==> src/rtl/cache_line_store_merge.sv <==
// Store-merge engine for the 2-way cache write path. Reads the target line
// from both way arrays, splices the enabled bytes of one 16-bit store word
// into the selected way's line, writes it back, then pulses completion.
module cache_line_store_merge #(
  parameter int INDEX_BITS = 3,
  parameter int LINE_BITS  = 128
) (
  input  logic                  clk,
  input  logic                  reset_n,
  input  logic                  req_valid,
  output logic                  req_ready,
  input  logic                  req_way,
  input  logic [INDEX_BITS-1:0] req_index,
  input  logic [3:0]            req_offset,
  input  logic [15:0]           req_wdata,
  input  logic [1:0]            req_byte_en,
  output logic                  arr_read,
  output logic [INDEX_BITS-1:0] arr_index,
  input  logic [LINE_BITS-1:0]  arr_rdata0,
  input  logic [LINE_BITS-1:0]  arr_rdata1,
  output logic                  arr_we0,
  output logic                  arr_we1,
  output logic [LINE_BITS-1:0]  arr_wdata,
  output logic                  resp_valid
);

  typedef enum logic [2:0] {S_IDLE, S_READ, S_MERGE, S_WRITE, S_RESP} state_t;

  state_t                r_state, w_next;
  logic                  r_way;
  logic [INDEX_BITS-1:0] r_index;
  logic [2:0]            r_word;
  logic [15:0]           r_wdata;
  logic [1:0]            r_byte_en;
  logic [LINE_BITS-1:0]  r_line;
  logic [LINE_BITS-1:0]  w_merged;
  logic [6:0]            w_lo_base;
  logic [6:0]            w_hi_base;
  logic                  w_unused;

  // Byte address bit 0 has no meaning for a word store; it is dropped here.
  assign w_unused  = req_offset[0];
  assign w_lo_base = {r_word, 4'b0000};
  assign w_hi_base = {r_word, 4'b1000};

  // State register; reset abandons any in-flight store immediately.
  always_ff @(posedge clk or negedge reset_n) begin
    if (!reset_n) r_state <= S_IDLE;
    else          r_state <= w_next;
  end

  // Capture the request only when accepted in IDLE.
  always_ff @(posedge clk or negedge reset_n) begin
    if (!reset_n) begin
      r_way     <= 1'b0;
      r_index   <= '0;
      r_word    <= '0;
      r_wdata   <= '0;
      r_byte_en <= '0;
    end else if (r_state == S_IDLE && req_valid) begin
      r_way     <= req_way;
      r_index   <= req_index;
      r_word    <= req_offset[3:1];
      r_wdata   <= req_wdata;
      r_byte_en <= req_byte_en;
    end
  end

  // Merge the store bytes over the selected way's line as it returns.
  always_comb begin
    w_merged = r_way ? arr_rdata1 : arr_rdata0;
    if (r_byte_en[0]) w_merged[w_lo_base +: 8] = r_wdata[7:0];
    if (r_byte_en[1]) w_merged[w_hi_base +: 8] = r_wdata[15:8];
  end

  // Line register holds the merged line for the write cycle.
  always_ff @(posedge clk or negedge reset_n) begin
    if (!reset_n)                r_line <= '0;
    else if (r_state == S_MERGE) r_line <= w_merged;
  end

  assign arr_index = r_index;
  assign arr_wdata = r_line;

  // Next-state and strobe decode; a zero byte mask skips the write.
  always_comb begin
    w_next     = r_state;
    req_ready  = 1'b0;
    arr_read   = 1'b0;
    arr_we0    = 1'b0;
    arr_we1    = 1'b0;
    resp_valid = 1'b0;
    case (r_state)
      S_IDLE: begin
        req_ready = 1'b1;
        if (req_valid) w_next = S_READ;
      end
      S_READ: begin
        arr_read = 1'b1;
        w_next   = S_MERGE;
      end
      S_MERGE: w_next = (r_byte_en == 2'b00) ? S_RESP : S_WRITE;
      S_WRITE: begin
        arr_we0 = ~r_way;
        arr_we1 = r_way;
        w_next  = S_RESP;
      end
      S_RESP: begin
        resp_valid = 1'b1;
        w_next     = S_IDLE;
      end
      default: w_next = S_IDLE;
    endcase
  end

endmodule

==> config.mk <==
export PLATFORM = sky130hd
export DESIGN_NAME = cache_line_store_merge
export DESIGN_NICKNAME = d
export VERILOG_FILES = /design/src/rtl/cache_line_store_merge.sv
export SDC_FILE = /design/constraint.sdc
export NUM_CORES = 1
export LEC_CHECK = 0
export CAP_MARGIN = 20
export CORE_UTILIZATION = 35
export DETAILED_ROUTE_END_ITERATION = 7
export PLACE_DENSITY = 0.77
export SYNTH_ARGS = -nofsm -noshare
export SYNTH_HDL_FRONTEND = slang
export SYNTH_SLANG_ARGS = --single-unit
==> constraint.sdc <==
create_clock -name clk -period 2.6 [get_ports clk]
set_clock_uncertainty 0.2 [all_clocks]
set_input_delay 0.78 -clock clk [delete_from_list [all_inputs] [get_ports clk]]
set_output_delay 0.78 -clock clk [all_outputs]
set_load 0.005 [all_outputs]
Yosys cells after proc, flatten, opt, wreduce, memory -nomap -nowiden
Index checks and enable logic that the tools add are counted.
{"block": "classes", "reduce_logical": 3, "shifts": 4, "n_addsub": 2, "muxes": 13, "eq_ne": 5, "bitwise": 1}
{"cell": "128-bit 2-to-1 mux", "count": 3}
{"cell": "128-bit bitwise mux", "count": 2}
{"cell": "8-bit by 9-bit variable shift with 128-bit output (first input constant)", "count": 2}
{"cell": "8-bit by 9-bit variable part select with 128-bit output", "count": 2}
{"cell": "7-bit negation with 9-bit output", "count": 2}
{"cell": "3-bit case mux with 4 select lines", "count": 1}
{"cell": "3-bit by 2-bit equality test with 1-bit output (second input constant)", "count": 2}
{"cell": "3-bit 2-to-1 mux", "count": 2}
{"cell": "1-bit 2-to-1 mux", "count": 5}
{"cell": "3-bit by 1-bit equality test with 1-bit output (second input constant)", "count": 1}
{"cell": "3-bit equality test (second input constant)", "count": 1}
{"cell": "3-bit logical NOT", "count": 1}
{"cell": "2-bit logical NOT", "count": 1}
{"cell": "2-bit != test (second input constant)", "count": 1}
{"cell": "1-bit logical AND", "count": 1}
{"cell": "1-bit inverter", "count": 1}
{"block": "word_totals", "input_bits": 285, "elab_cells": 35, "register_bits": 156, "out_inout_bits": 136}

Logic depth before layout (Yosys ltp)
{"block": "logic_depth", "word_depth": 6, "mapped_depth": 10}

Worst setup path after synthesis
OpenSTA, ideal clock, no wires.
{"block": "synth_path", "path_type": "reg2reg", "startpoint": "register r_word[2]", "endpoint": "register r_line[80], in the netlist arr_wdata[80]", "n_path_buf": 3, "stages_incl_launch_ff": 9, "arrival_ns": 2.560, "slack_ns": -0.226, "synth_period_minus_slack_ns": 2.826, "setup_time_ns": 0.066, "cell_sequence": "dfrtp_1 buf_2 buf_1 clkinv_1 ha_1 or3b_1 clkbuf_1 nor2_1 a221o_1"}
{"block": "synth_between", "elab_chain_cells": 6}
{"item": "start: declaration", "line": "32", "source": "logic [2:0] r_word;"}
{"item": "start signal: assignment", "line": "63", "source": "r_word <= req_offset[3:1];"}
{"item": "7-bit negation with 9-bit output", "line": "72", "source": "if (r_byte_en[0]) w_merged[w_lo_base +: 8] = r_wdata[7:0];"}
{"item": "8-bit by 9-bit variable part select with 128-bit output / 8-bit by 9-bit variable shift with 128-bit output (equally long branches)", "line": "72"}
{"item": "128-bit bitwise mux", "line": "72"}
{"item": "128-bit 2-to-1 mux", "line": "72"}
{"item": "128-bit bitwise mux", "line": "73", "source": "if (r_byte_en[1]) w_merged[w_hi_base +: 8] = r_wdata[15:8];"}
{"item": "128-bit 2-to-1 mux *", "line": "73"}
{"item": "end signal: assignment", "line": "79", "source": "else if (r_state == S_MERGE) r_line <= w_merged;"}
{"item": "end: declaration", "line": "35", "source": "logic [LINE_BITS-1:0] r_line;"}
Mark *: on every way between the ends. The rest lies on a longest branch, timed or not.
A chain may end at the register's enable or synchronous reset.

Worst setup path after layout
{"block": "layout_path", "startpoint": "register r_state[0]", "endpoint": "output port resp_valid"}
{"block": "layout_between", "elab_chain_cells": 2}
{"item": "start: declaration", "line": "29", "source": "state_t r_state, w_next;"}
{"item": "start signal: assignment", "line": "49", "source": "else r_state <= w_next;"}
{"item": "3-bit equality test", "line": "93", "source": "case (r_state)"}
{"item": "1-bit 2-to-1 mux", "line": "93"}
{"item": "end: declaration", "line": "24", "source": "output logic resp_valid"}
No other way between the ends.

==> metrics.md <==
| Metric | Value |
|---|---|
| Outcome | `complete, no violations` |
| Internal | `9916 uW` |
| Post-Syn Area per Cell | `10.66 um2` |
| Largest net degree at the start of global routing | `107` |
| Reg-to-reg startpoint | `r_word[1]` |
| Die Ht | `162.0 um` |
| Power density over the cells | `1169 nW/um2` |
| Hpwl dp | `25.44 mm` |
| Initial core utilization | `0.3560` |
| Post-Syn Nets | `1,133` |
| Input/output buffers | `419` |
| Final worst path period share | `0.9485` |
| GRT busiest layer | `met2` |
| Post-synthesis instance total | `841` |
| Kind of critical path | `flop to output pin` |
| Count of cell types in the netlist | `48` |
| Area of the multi-input gates | `4628 um2` |
| Crit path cell chain | `buf_4 -> nor3b_2 -> dlygate4sd2_1` |
| Peak Freq | `405.5 MHz` |
| Min-Delay Path Class | `primary input to asynchronous set/reset pin` |
| Detailed Routing Iterations Pass 1 | `7` |
| DRC violations left | `0` |
| Worst IR Drop VDD | `0.0009509 V` |
| Final setup violation count | `0` |
| Routed via count | `8,766` |
| Antenna diode count | `0` |
| CTS H-tree depth | `4` |
| Logic pwr share | `0.559` |
| CP Capture Type | `output pin` |
| Row cnt | `58` |
| Total CTS buffers | `17` |
| Leak | `0.005691 uW` |
| NumNets Final | `1,516` |
| GRT overflow | `0` |
| Worst Path Required | `1.62 ns` |
| Clk sinks | `156` |
| Max_slew headroom | `0.5329` |
| Detail Route Antenna Nets | `0` |
| Power Total | `16,610 uW` |
| Top_reg_cell synth | `dfrtp_1` |
| RSZ-0062 raised after global routing | `no` |
| NetSw | `6693 uW` |
| Skew-Pair Late Insertion Delay | `0.42 ns` |
| Startpoint types | `flop` |
| Min cycle time layout | `2.466 ns` |
| Hold buffer count at cts | `0` |
| CP max FO | `4` |
| Met3 Track Usage GR | `0.05439` |
| Clock tree buffer depth | `2` |
| Clk network pwr share | `0.157` |
| Core area | `25,180 um2` |
| Die Footprint | `26,250 um2` |
| WL/cell | `21.72 um` |
| R2R setup slack | `0.20 ns` |
| Layout cells sized above 1 | `0.1447` |
| Vias/cell | `5.594` |
| Total Routing Usage GR | `0.2555` |
| Worst-path clk slew | `0.07 ns` |
| Global-route wire length before repair | `51.07 mm` |
| CTS tree | `yes` |
| Synth Register Bits | `156` |
| Max-cap violations | `0` |
| WP data arrival | `1.49 ns` |
| GR Util met1 | `0.3028` |
| Switch share | `0.4030` |
| Synthesized area | `8964 um2` |
| Crit. Startpoint | `r_state[0]` |
| FF/Latch Area | `3909 um2` |
| Die boundary width | `162.0 um` |
| Initial antenna violation count | `0` |
| CTS root buf | `clkbuf_16` |
| Final hold vios | `0` |
| Yosys warns | `0` |
| P&R area growth vs syn | `58.57%` |
| Pins Over Slew Limit | `0` |
| Number of global-route vias before repair | `8,669` |
| Critical path's slowest cell | `dfrtp_1` |
| Setup Total Neg Slack | `0 ns` |
| Post-synth EDFFs | `0` |
| IO Count | `421` |
| Post-synthesis async set-or-reset flop share | `1.000` |
| Final Util | `0.5644` |
| Filler cells | `2,160` |
| Sequential-to-total area share from yosys stat | `0.4355` |
| Slowest Stage Delay on Critical Path | `0.42 ns` |
| Crit path to | `resp_valid` |
| Sequential power share | `0.283` |
| Drt initial violations | `500` |
| Slew @ Worst Pin | `0.7006 ns` |
| Reg-to-Reg End | `arr_wdata[66]` |
| GR Util met2 | `0.4625` |
| Final GP Congestion | `0.8371` |
| Aggregate routed wire length | `34.03 mm` |
| R2R depth | `7` |
[Yosys cell counts (all sizes together), types with 2 or more instances]
cell	n	share of area
dfrtp	156	0.44
clkbuf	60	0.025
nor2b	5	0.0035
mux2	86	0.11
a21oi	34	0.019
nor3	3	0.0022
o21a	8	0.0067
and4	8	0.0078
nor4	3	0.0038
o31ai	2	0.0017
a211oi	40	0.034
nor3b	4	0.0045
a221o	56	0.063
or3b	2	0.0020
nand2	50	0.021
nor2	34	0.014
and3	4	0.0028
a32oi	39	0.038
a311oi	8	0.0078
ha	7	0.0098
o221ai	8	0.0078
and4bb	8	0.011
clkinv	2	0.00084
nand3	16	0.0089
nand3b	4	0.0034
a31oi	8	0.0056
mux2i	64	0.071
nand4	16	0.011
and3b	2	0.0020
and2	5	0.0035
o41ai	6	0.0059
buf	38	0.027
o21ai	48	0.027
[flip-flops by register name, indices dropped and copies added (netlist names)]
register,count
arr_wdata,128
r_wdata,16
arr_index,3
r_state,3
r_word,3
r_byte_en,2
r_way,1
[metal layers]
layer / wire length [um] / vias up
li1: - / 4037
met1: 13210 / 4293
met2: 17810 / 400
met3: 2418 / 36
met4: 588 / 0
met5: 0 / -
[worst min path at each step]
stage                     slack (ns)            from             end
after CTS                       0.13         reset_n   arr_wdata[47]
after detailed placement        0.27   arr_wdata[61]   arr_wdata[61]
after floorplan                 0.27  arr_wdata[100]  arr_wdata[100]
final                           0.12         reset_n   arr_wdata[47]
after global placement          0.26   arr_wdata[26]   arr_wdata[26]
after global routing            0.14         reset_n   arr_wdata[47]
[layout by cell type (no fill, tap or decap), types with 32 or more instances in the layout]
cell and count:
clkdlybuf4s50_1 413, dfrtp_1 154, mux2_2 86, mux2i_1 64, a221o_1 56, nand2_1 50, o21ai_0 43, a211oi_1 40
a32oi_1 39, a21oi_1 34, nor2_1 33, buf_4 32
[power groups by stage]
stage,clock [uW],sequential (uW),combinational [uW]
after floorplan,0,4350,5100
after global placement,0,4660,9080
after detailed placement,0,4710,9250
after CTS,2650,4690,9310
after global routing,2760,4850,10000
final,2610,4710,9290
[kinds of logic (layout without fill, tap and decap cells)]
group / Yosys count / after routing / synth area share
compound gates: 259 / 259 / 0.2172
fa+ha+maj: 7 / 7 / 0.009771
buf+inv: 101 / 497 / 0.05304
flops: 156 / 156 / 0.4355
mux: 150 / 150 / 0.1795
simple gates: 168 / 168 / 0.1050
[critical path, delay by kind of cell (launching register included)]
family	cells	cell delay, ns
buffers and inverters	2	0.42
and+or+nand+nor	1	0.23
DFF	1	0.42
[timing repair]
item                                    CTS  global route
cloned                                    0             0
gates resized for setup                   9             2
endpoints found under the setup margin    5            29
setup buffers                             3             0
[cell type report]
type,count,share of cell area
Clock buffer,18,0.03019
Clock inverter,14,0.01206
Inverter,3,0.0009683
Multi-Input combinational cell,584,0.3256
Sequential cell,156,0.2750
Tap cell,330,0.02905
Timing Repair Buffer,462,0.3271
[through the flow]
step | cell area [um2] | std cells | hold WS [ns] | setup WS [ns]
after floorplan | 8979 | 841 | 0.2726 | 0.01298
after global placement | 13580 | 1532 | 0.2604 | 0.1448
after detailed placement | 13580 | 1532 | 0.2690 | 0.07810
after CTS | 14210 | 1567 | 0.1276 | 0.06727
after global routing | 14210 | 1567 | 0.1412 | 0.02271
final | 14210 | 1567 | 0.1174 | 0.1338
(Power assumes the default switching activity.)
